===== src/rtl/tick_stopwatch_if.sv =====
// Command/display bundle between the stopwatch and its controller: tick and command
// levels in, BCD display value and status flags out.
interface tick_stopwatch_if #(
  parameter int unsigned DIGITS = 4
);
  logic                  tick;
  logic                  start_stop;
  logic                  lap;
  logic                  clear;
  logic [4*DIGITS-1:0]   bcd_out;
  logic                  running;
  logic                  lap_active;
  logic                  overflow;

  modport master (
    output tick, start_stop, lap, clear,
    input  bcd_out, running, lap_active, overflow
  );

  modport slave (
    input  tick, start_stop, lap, clear,
    output bcd_out, running, lap_active, overflow
  );
endinterface


===== src/rtl/tick_stopwatch.sv =====
// Cascaded BCD stopwatch counting prescaler ticks, with run/pause, lap hold and clear
// commands, sticky wrap overflow and a registered display value.
module tick_stopwatch #(
  parameter int unsigned DIGITS = 4
) (
  input logic              clk,
  input logic              reset,
  tick_stopwatch_if.slave  bus
);

  localparam int unsigned W = 4 * DIGITS;

  typedef enum logic [1:0] {StIdle, StRun, StPause} state_e;

  state_e         state_q, state_d;
  logic [W-1:0]   count_q, count_d;
  logic [W-1:0]   snap_q, snap_d;
  logic [W-1:0]   bcd_q, bcd_d;
  logic           lap_active_q, lap_active_d;
  logic           overflow_q, overflow_d;
  logic           running_q;
  logic           ss_hist_q, lap_hist_q, clear_hist_q;
  logic           ss_edge, lap_edge, clear_edge;
  logic [W:0]     inc;

  // Returns {carry_out, value + 1} with per-digit decimal carry.
  function automatic logic [W:0] bcd_inc(input logic [W-1:0] v);
    logic [W-1:0] r;
    logic         c;
    r = v;
    c = 1'b1;
    for (int unsigned k = 0; k < DIGITS; k++) begin
      if (c) begin
        if (v[4*k +: 4] == 4'd9) begin
          r[4*k +: 4] = 4'd0;
        end else begin
          r[4*k +: 4] = v[4*k +: 4] + 4'd1;
          c = 1'b0;
        end
      end
    end
    return {c, r};
  endfunction

  always_comb begin
    ss_edge    = bus.start_stop & ~ss_hist_q;
    lap_edge   = bus.lap & ~lap_hist_q;
    clear_edge = bus.clear & ~clear_hist_q;
    inc        = bcd_inc(count_q);
  end

  always_comb begin
    state_d      = state_q;
    count_d      = count_q;
    snap_d       = snap_q;
    lap_active_d = lap_active_q;
    overflow_d   = overflow_q;

    if (clear_edge) begin
      state_d      = StIdle;
      count_d      = '0;
      lap_active_d = 1'b0;
      overflow_d   = 1'b0;
    end else begin
      // Counting follows the state at the start of the cycle, so a stop edge still counts.
      if (bus.tick && (state_q == StRun)) begin
        count_d = inc[W-1:0];
        if (inc[W]) overflow_d = 1'b1;
      end

      case (state_q)
        StIdle: begin
          if (ss_edge) state_d = StRun;
        end
        StRun: begin
          if (ss_edge) begin
            state_d = StPause;
          end else if (lap_edge) begin
            if (lap_active_q) begin
              lap_active_d = 1'b0;
            end else begin
              snap_d       = count_d;
              lap_active_d = 1'b1;
            end
          end
        end
        StPause: begin
          if (ss_edge) begin
            state_d = StRun;
          end else if (lap_edge) begin
            lap_active_d = 1'b0;
          end
        end
        default: state_d = StIdle;
      endcase
    end

    bcd_d = lap_active_d ? snap_d : count_d;
  end

  always_ff @(posedge clk) begin
    if (reset) begin
      state_q      <= StIdle;
      count_q      <= '0;
      snap_q       <= '0;
      bcd_q        <= '0;
      lap_active_q <= 1'b0;
      overflow_q   <= 1'b0;
      running_q    <= 1'b0;
      ss_hist_q    <= 1'b0;
      lap_hist_q   <= 1'b0;
      clear_hist_q <= 1'b0;
    end else begin
      state_q      <= state_d;
      count_q      <= count_d;
      snap_q       <= snap_d;
      bcd_q        <= bcd_d;
      lap_active_q <= lap_active_d;
      overflow_q   <= overflow_d;
      running_q    <= (state_d == StRun);
      ss_hist_q    <= bus.start_stop;
      lap_hist_q   <= bus.lap;
      clear_hist_q <= bus.clear;
    end
  end

  assign bus.bcd_out    = bcd_q;
  assign bus.running    = running_q;
  assign bus.lap_active = lap_active_q;
  assign bus.overflow   = overflow_q;

endmodule


===== src/flat_wrapper.sv =====
// flat-port wrapper written by rule: the top's interface ports become plain ports
module tick_stopwatch_flat 
#(
  parameter int unsigned DIGITS = 4
)
  (clk, reset, bus_tick, bus_start_stop, bus_lap, bus_clear, bus_bcd_out, bus_running, bus_lap_active, bus_overflow);
  tick_stopwatch_if #(.DIGITS(DIGITS)) bus_i ();
  input logic clk;
  input logic reset;
  input wire logic [$bits(bus_i.tick)-1:0] bus_tick;
  input wire logic [$bits(bus_i.start_stop)-1:0] bus_start_stop;
  input wire logic [$bits(bus_i.lap)-1:0] bus_lap;
  input wire logic [$bits(bus_i.clear)-1:0] bus_clear;
  output wire logic [$bits(bus_i.bcd_out)-1:0] bus_bcd_out;
  output wire logic [$bits(bus_i.running)-1:0] bus_running;
  output wire logic [$bits(bus_i.lap_active)-1:0] bus_lap_active;
  output wire logic [$bits(bus_i.overflow)-1:0] bus_overflow;
  assign bus_i.tick = bus_tick;
  assign bus_i.start_stop = bus_start_stop;
  assign bus_i.lap = bus_lap;
  assign bus_i.clear = bus_clear;
  assign bus_bcd_out = bus_i.bcd_out;
  assign bus_running = bus_i.running;
  assign bus_lap_active = bus_i.lap_active;
  assign bus_overflow = bus_i.overflow;
  tick_stopwatch #(.DIGITS(DIGITS)) u_core (.clk(clk), .reset(reset), .bus(bus_i));
endmodule

===== config.mk =====
export PLATFORM = sky130hd
export DESIGN_NAME = tick_stopwatch_flat
export DESIGN_NICKNAME = d
export VERILOG_FILES = /design/src/rtl/tick_stopwatch_if.sv /design/src/rtl/tick_stopwatch.sv /design/src/flat_wrapper.sv
export SDC_FILE = /design/constraint.sdc
export NUM_CORES = 1
export LEC_CHECK = 0
export BUFFER_PORTS_ARGS = -buffer_cell sky130_fd_sc_hd__buf_2
export CAP_MARGIN = 40
export CORE_MARGIN = 5
export CORE_UTILIZATION = 57
export CTS_CLUSTER_DIAMETER = 100
export DETAILED_ROUTE_END_ITERATION = 7
export PLACE_DENSITY = 0.78
export RECOVER_POWER = 25
export SYNTH_ARGS = -nofsm -noshare
export SYNTH_HDL_FRONTEND = slang
export SYNTH_SLANG_ARGS = --single-unit

===== constraint.sdc =====
create_clock -name clk -period 2.6 [get_ports clk]
set_input_delay 0.39 -clock clk [delete_from_list [all_inputs] [get_ports clk]]
set_output_delay 0.39 -clock clk [all_outputs]
set_load 0.02 [all_outputs]

# Yosys cells after proc, flatten, opt, wreduce, memory -nomap -nowiden
# Cells that the tools add are included.
[totals]
reg_bits = 56
out_inout_bits = 19
[op_classes]
add_sub_neg = 4
n_eq_ne = 7
n_mux = 33
n_bitwise = 6
reduce_logical = 5
[op_table]
columns = ["cell", "count"]
rows = [
  ["16-bit two-way mux", 8],
  ["4-bit two-way mux", 7],
  ["4-bit by 1-bit adder with 4-bit output (second input constant)", 4],
  ["4-bit equality test (second input constant)", 4],
  ["1-bit two-way mux", 13],
  ["2-bit two-way mux", 3],
  ["2-bit by 1-bit equality test with 1-bit output (second input constant)", 2],
  ["2-bit case mux with 2 select lines", 1],
  ["2-bit OR reduction", 2],
  ["1-bit AND", 3],
  ["1-bit inverter", 3],
  ["2-bit equality test (second input constant)", 1],
  ["2-bit zero test", 1],
  ["1-bit case mux with 2 select lines", 1],
  ["2-bit AND reduction", 1],
  ["1-bit logical AND", 1],
]

# Logic depth before layout (Yosys ltp)
# Gate-level depths: netlist (run 1).
[logic_depth]
word_depth = 12
mapped_depth = 9
mapped_depth_nobuf = 7

# Worst setup path after synthesis (run 1)
# No wires, ideal clock.
[synth_path]
path_type = "register to register"
startpoint = "reg u_core.state_q[1]"
endpoint = "reg u_core.bcd_q[11] (netlist: u_core.bus.bcd_out[11])"
arrival_ps = 1738
path_slack_ps = 718
path_stages_with_launch = 10
path_buffers = 2
synth_period_minus_slack_ps = 1882
cell_sequence = "dfxtp_1 > inv_1 > ha_1 > and3_1 > buf_4 > and3_1 > buf_2 > mux2_1 > a21oi_2 > a211oi_2"
[synth_via]
elab_chain_len = 9
elab_cells_between_ends = 13
classes_between = "2 x eq/ne; 10 x mux; 1 x reduce/logical"
[synth_rtl]
columns = ["element", "line", "text"]
rows = [
  ["start, declared", "tick_stopwatch.sv:15", "state_e state_q, state_d;"],
  ["start signal, assigned", "tick_stopwatch.sv:103", "state_q <= StIdle;"],
  ["start signal, assigned", "tick_stopwatch.sv:114", "state_q <= state_d;"],
  ["2-bit by 1-bit equality test with 1-bit output", "tick_stopwatch.sv:66, tick_stopwatch.sv:71", ""],
  ["1-bit logical AND", "tick_stopwatch.sv:66", "if (bus.tick && (state_q == StRun)) begin"],
  ["16-bit two-way mux", "tick_stopwatch.sv:66", ""],
  ["16-bit two-way mux", "tick_stopwatch.sv:79", "if (lap_active_q) begin"],
  ["16-bit two-way mux", "tick_stopwatch.sv:78", "end else if (lap_edge) begin"],
  ["16-bit two-way mux", "tick_stopwatch.sv:76", "if (ss_edge) begin"],
  ["16-bit two-way mux", "tick_stopwatch.sv:71", "case (state_q)"],
  ["16-bit two-way mux", "tick_stopwatch.sv:59", "if (clear_edge) begin"],
  ["16-bit two-way mux (*)", "tick_stopwatch.sv:98", "bcd_d = lap_active_d ? snap_d : count_d;"],
  ["end signal, assigned", "tick_stopwatch.sv:106", "bcd_q <= '0;"],
  ["end signal, assigned", "tick_stopwatch.sv:117", "bcd_q <= bcd_d;"],
  ["end, declared", "tick_stopwatch.sv:18", "logic [W-1:0] bcd_q, bcd_d;"],
]
# Mark *: on every way between the ends. The rest lies on a longest branch, timed or not.
# A chain may end at the register's enable or synchronous reset.

# Worst setup path in the final report (run 1)
[layout_path]
startpoint = "reg u_core.state_q[1]"
endpoint = "reg u_core.snap_q[11]"
[layout_via]
elab_chain_len = 8
[layout_rtl]
columns = ["element", "line", "text"]
rows = [
  ["2-bit by 1-bit equality test with 1-bit output (*)", "tick_stopwatch.sv:66, tick_stopwatch.sv:71", ""],
  ["1-bit logical AND", "tick_stopwatch.sv:66", ""],
  ["16-bit two-way mux", "tick_stopwatch.sv:66", ""],
  ["16-bit two-way mux", "tick_stopwatch.sv:79", ""],
  ["16-bit two-way mux", "tick_stopwatch.sv:78", ""],
  ["16-bit two-way mux", "tick_stopwatch.sv:76", ""],
  ["16-bit two-way mux (*)", "tick_stopwatch.sv:71", ""],
  ["16-bit two-way mux (*)", "tick_stopwatch.sv:59", ""],
  ["end signal, assigned", "tick_stopwatch.sv:116", "snap_q <= snap_d;"],
  ["end, declared", "tick_stopwatch.sv:17", "logic [W-1:0] snap_q, snap_d;"],
]
# Marked as above.

==> results.yml, run 1 <==
status:
  status: "complete, no violations"
power:
  max-vdd-ir-drop_mv: 0.3135
  combinationalPowerShare_pct: 4.9
  power.internal_mw: 1.128
  pwr-share-clk_pct: 34.8
  switching_share_pct: 22.17
  power_density_nw_per_um2: 567.7
  p_seq_share_pct: 60.3
  leakagePower_nw: 0.9051
  switching_power_uw: 321.4
global_routing:
  antenna_found_initial: 0
  grt_pass1_vias: 1588
  gr-total-overflow: 0
  grt_pass1_wl_mm: 7.300
  grt.total_usage_pct: 17.29
  grt_max_degree: 49
route:
  vias: 1690
  wl_per_cell_um: 13.74
  met1Wirelength_mm: 2.116
  first_pass_iters: 5
  ant_nets: 0
  viasPerCell: 5.382
  dr_wl_met3_um: 164
  drc: 0
  top_layer: "met4"
  wl_met2_mm: 1.999
  routed_wl_mm: 4.314
  drtIter0Drc: 107
setup_path:
  worstSetupStartpointType: "register"
  worst_path_max_delay_cell: "and3_1"
  cpLargestDelayFamily: "simple AND/OR/NAND/NOR gates"
  cp.arrival_ns: 2.31
  slowest_delay_ns: 0.36
  path_cells: "inv_1 -> ha_1 -> and3_1 -> and3_1 -> mux2_1 -> a21oi_2 -> a211oi_1"
  worstSetupPathType: "reg2reg"
  cp-end-kind: "register"
  path_buf_inv: 1
  cp_common_cell: "and3_1"
  path_max_fanout: 9
  cp.required_ns: 2.75
place:
  place_ws_ns: 0.5012
  post-dp-hpwl_mm: 2.783
  port_buffers: 24
  gp_congestion: 0.8293
synth:
  synth_most_common_cell: "dfxtp_1"
  ys_seq_elements: 56
  synth_edf_count: 0
  synth.cell_area_um2: 2343
  yosys.cell_types.count: 43
  avgSynthCellArea_um2: 9.565
  synthArstFlopShare_pct: 0
  synthTopCellsByCount: "dfxtp_1, nor2_1, a211oi_1, nor3_1, a211oi_2"
  yosysTopAreaCell: "dfxtp_1"
  ys_seq_area_share_pct: 47.84
  ys.flop_type: "dfxtp_1"
  synthTopCellsByArea: "dfxtp_1, a211oi_1, nor2_1, a211oi_2, nor3_1"
  synth_nets: 256
  yosys_warnings: 0
  synth.top_cell.area_share_pct: 47.84
  netlist_instances: 245
flow_run:
  cap_violations: 0
clock_network:
  cts_sinks: 56
  clock_path_buffers: 2
  cts-root-buf: "clkbuf_8"
  path_clk_slew_ns: 0.09
  post_cts_resized: 0
  cts_max_level: 2
  cts_buffers: 5
  cts_setup_buffers: 0
  worstSkewPairLatency_ns: 0.31
  tritoncts: "done"
  ctsHoldBuffers: 0
floorplan:
  die_width_um: 74.12
  die_area_um2: 5494
  chipHeight_um: 74.12
  coreArea_um2: 4000
  fp-row-count: 23
  num_io_pins: 25
  start_util_pct: 58.59
sta:
  whs_ns: 0.2942
  max-slew-margin-rel_pct: 29.29
  finalSetupTns_ns: 0
  fin_ws_ns: 0.4434
  finalCritPeriodShare_pct: 82.95
  skew_ns: 0.009600
  fmax_mhz: 463.7
  slew_violations: 0
  setup_violations: 0
  hold_viol: 0
  rsz0062_at_grt: "false"
  worstMarginPinSlew_ns: 1.061
  fin_crit_ns: 2.157
final_layout:
  nets: 275
  n_antenna_cell: 0
  area_delta_synth_final_pct: 8.970
  drive_gt1_share_pct: 15.15
worst_hold_path:
  hold_path.class: "in2reg"
[routing by layer]
metal | GRT usage, % | up-vias
met3 | 4.459 | 4
met2 | 27.26 | 21
met4 | 6.640 | 0
met5 | 0 | -
met1 | 22.77 | 774
li1 | - | 891
[stage by stage]
stage | total power [mW] | util, % | cell area (um2) | std cells
floorplan | 0.9474 | - | 2344 | 245
global placement | 0.9653 | 62.00 | 2480 | 307
detailed placement | 0.9674 | 62.00 | 2480 | 307
CTS | 1.457 | 64.40 | 2576 | 314
global route | 1.505 | 63.84 | 2554 | 314
finish | 1.450 | 63.84 | 2554 | 314
[registers in the layout, summed over array words and instances, names as in the netlist, 2 cells and up]
| register | flops |
|---|---|
| u_core.snap_q | 16 |
| u_core.bus.bcd_out | 16 |
| u_core.state_q | 2 |
| u_core.count_q | 16 |
[cells in the final DEF (no fill, tap or decap), types with 4 or more instances in the layout]
master / netlist / layout
nor2_1: 40 / 40
o21ai_0: 5 / 5
ha_1: 5 / 5
a21oi_1: 8 / 8
nor3_1: 16 / 16
mux2i_1: 5 / 5
xnor2_1: 5 / 5
nand3_1: 4 / 4
a211oi_2: 11 / 11
xor2_1: 4 / 4
nor2b_1: 7 / 7
a211oi_1: 20 / 20
clkbuf_1: 6 / 16
inv_1: 8 / 8
clkbuf_8: 0 / 7
nand2_1: 6 / 6
dfxtp_1: 56 / 56
buf_2: 5 / 9
[worst paths after layout]
kind | start | end | slack (ns) | cells past startpoint
worst max-delay path | u_core.state_q[1]$_SDFF_PP0_ | u_core.snap_q[11]$_SDFF_PP0_ | 0.44 | 7
worst min-delay path | bus_clear | u_core.clear_hist_q$_SDFF_PP0_ | 0.29 | 2
worst max register to register | u_core.state_q[1]$_SDFF_PP0_ | u_core.snap_q[11]$_SDFF_PP0_ | 0.44 | 7
worst min register to register | u_core.bus.overflow$_SDFFE_PP0P_ | u_core.bus.overflow$_SDFFE_PP0P_ | 0.47 | 2
[cell type report]
class	instances	area [um2]
fillers	330	1446
well taps	50	62.56
repair buffers	28	127.6
clock buffers	7	96.34
flip-flops and latches	56	1121
multi-input cells	165	1116
inverters	8	30.03
[kinds of logic (layout without fill, tap and decap cells)]
family	after synthesis	after routing	share of synthesized area, %
AO/OA/AOI/OAI	51	51	17.46
XOR/XNOR	10	10	4.058
adder cells (fa/ha/maj)	5	5	2.670
buffers and inverters	24	43	4.911
flip-flops	56	56	47.84
multiplexers	7	7	3.097
AND/OR/NAND/NOR	92	92	19.97
[power by group through the flow]
stage	Combinational [mW]	Clock [mW]	Sequential, mW
global route	0.0815	0.548	0.876
finish	0.0717	0.504	0.874
detailed placement	0.0735	0	0.894
floorplan	0.0516	0	0.896
CTS	0.0740	0.510	0.874
global placement	0.0718	0	0.894
(Power assumes the default switching activity.)
==> run 2, diff against run 1 <==
- CORE_UTILIZATION: 57 -> 52
- PLACE_DENSITY: 0.78 -> 0.75
- clock period: 2.6 -> 1.82 ns (I/O delays scaled with it)
==> run 2 against run 1 <==
  * Critical path depth up 2
  * Design area rose by 15%
  * Critical path type unchanged
  * Clock power is 73% higher
  * Combinational power rose by 110%
  * Highest routed layer unchanged
  * Count of clock-buffer cells in the layout unchanged
  * Global-route usage shrank 0.75 points
  * Core utilization up 3.8 points
  * Setup slack lost 0.39 ns
  * Final cell count up 8.3%
  * Sequential power is 43% higher
  * Register-to-register slack got worse by 0.39 ns
  * Largest power group unchanged
==> results.yml, run 2 (same netlist as run 1, synthesis figures left out) <==
global_routing:
  grt_max_degree: 40
  grt.total_usage_pct: 16.55
  gr-total-overflow: 0
  grt_pass1_wl_mm: 8.162
  antenna_found_initial: 0
  grt_pass1_vias: 1759
sta:
  slew_violations: 0
  finalCritPeriodShare_pct: 97.04
  setup_violations: 0
  skew_ns: 0.004487
  hold_viol: 0
  rsz0062_at_grt: "true"
  fin_crit_ns: 1.766
  max-slew-margin-rel_pct: 27.42
  fmax_mhz: 566.2
  whs_ns: 0.1865
  worstMarginPinSlew_ns: 1.089
route:
  drc: 0
  wl_per_cell_um: 15.10
  ant_nets: 0
  routed_wl_mm: 5.134
  viasPerCell: 5.526
  first_pass_iters: 4
  drtIter0Drc: 90
  vias: 1879
floorplan:
  die_width_um: 77.13
  num_io_pins: 25
  start_util_pct: 53.82
  chipHeight_um: 77.13
  coreArea_um2: 4354
  fp-row-count: 24
  die_area_um2: 5949
final_layout:
  n_antenna_cell: 0
  area_delta_synth_final_pct: 25.73
  final_cell_mix: "dfxtp_1, nor2_1, buf_4"
  nets: 298
  drive_gt1_share_pct: 30.56
  final_common_cell: "dfxtp_1"
clock_network:
  cts_sinks: 56
  tritoncts: "done"
  clock_path_buffers: 2
  cts_max_level: 2
  cts-root-buf: "clkbuf_8"
  worstSkewPairLatency_ns: 0.31
  cts_buffers: 5
  path_clk_slew_ns: 0.09
power:
  p_total_mw: 2.267
  pwr-share-clk_pct: 38.4
  power.internal_mw: 1.786
  power_density_nw_per_um2: 769.4
  leakagePower_nw: 1.068
  switching_power_uw: 481.2
  max-vdd-ir-drop_mv: 0.4558
  switching_share_pct: 21.23
  combinationalPowerShare_pct: 6.5
  p_seq_share_pct: 55.1
flow_run:
  cap_violations: 0
setup_path:
  path_max_fanout: 20
  cp.arrival_ns: 2.01
  rr_worst_depth: 9
  worstSetupStartpointType: "register"
  cp-end-kind: "register"
  worstSetupPathType: "reg2reg"
  cp.required_ns: 2.07
status:
  status: "complete, no violations"
worst_hold_path:
  hold_path.class: "in2reg"
  min_path_cells: 2
place:
  gp_congestion: 0.8323
  port_buffers: 24
  post-dp-hpwl_mm: 3.213
==> run 2: cell count changes in the layout (fill, tap and decap cells not counted), moves of 5 or more <==
| cell | before | now |
|---|---|---|
| a211oi_1 | 20 | 15 |
| a211oi_2 | 11 | 16 |
| buf_4 | 3 | 17 |
| buf_6 | 0 | 5 |
==> run 2: through the flow <==
stage	cells	setup TNS [ns]	cell area, um2	utilization [%]	worst slack [ns]
global route	340	-0.06772	2947	67.67	-0.02670
finish	340	0	2947	67.67	0.05392
CTS	337	0	2808	64.48	0.005871
global placement	329	0	2673	61.38	0.04039
floorplan	245	0	2359	-	0.01013
detailed placement	329	0	2673	61.38	0.02838
==> run 2: power groups by stage <==
stage                     combinational [mW]  clock, mW  sequential (mW)
after floorplan                       0.0754          0             1.28
after global placement                 0.124          0             1.28
after detailed placement               0.127          0             1.28
after CTS                              0.128      0.881             1.25
after global routing                   0.163      0.940             1.25
final                                  0.148      0.870             1.25
==> run 2: final timing paths <==
| kind | endpoint | start | slack, ns |
|---|---|---|---|
| max | u_core.bus.bcd_out[15]$_SDFF_PP0_ | u_core.state_q[1]$_SDFF_PP0_ | 0.05 |
| min | u_core.clear_hist_q$_SDFF_PP0_ | bus_clear | 0.19 |
| max reg2reg | u_core.bus.bcd_out[15]$_SDFF_PP0_ | u_core.state_q[1]$_SDFF_PP0_ | 0.05 |
| min reg2reg | u_core.bus.overflow$_SDFFE_PP0P_ | u_core.bus.overflow$_SDFFE_PP0P_ | 0.47 |
==> run 2: layer usage <==
metal  global-route usage, %  vias to the layer above  wire length (um)
met5                       0                        -                 0
met4                   5.498                        0               106
met3                   4.567                       13               214
met2                   26.60                       35              2447
met1                   21.29                      891              2365
li1                        -                      940                 -
==> run 2: final cells by class <==
cell class	instances	area (um2)
fill	320	1408
multi-input combinational	165	1230
sequential	56	1126
timing repair buffer	51	369.1
clock buffer	7	96.34
tap	52	65.06
clock inverter	1	30.03
inverter	8	30.03
==> run 2: repair_timing <==
action,CTS,global route
setup endpoints to repair,2,35
cloned,0,2
pin swaps,0,13
hold buffers,0,0
setup buffers,0,2
gates resized for setup,2,30
==> run 2: critical path, cell delays in order, from the launching register on <==
cell     delay, ns
dfxtp_2       0.34
inv_2         0.05
ha_4          0.16
buf_6         0.12
nand2_2       0.09
nor4_4        0.06
buf_6         0.14
buf_12        0.15
or3b_2        0.47
a21oi_2       0.13
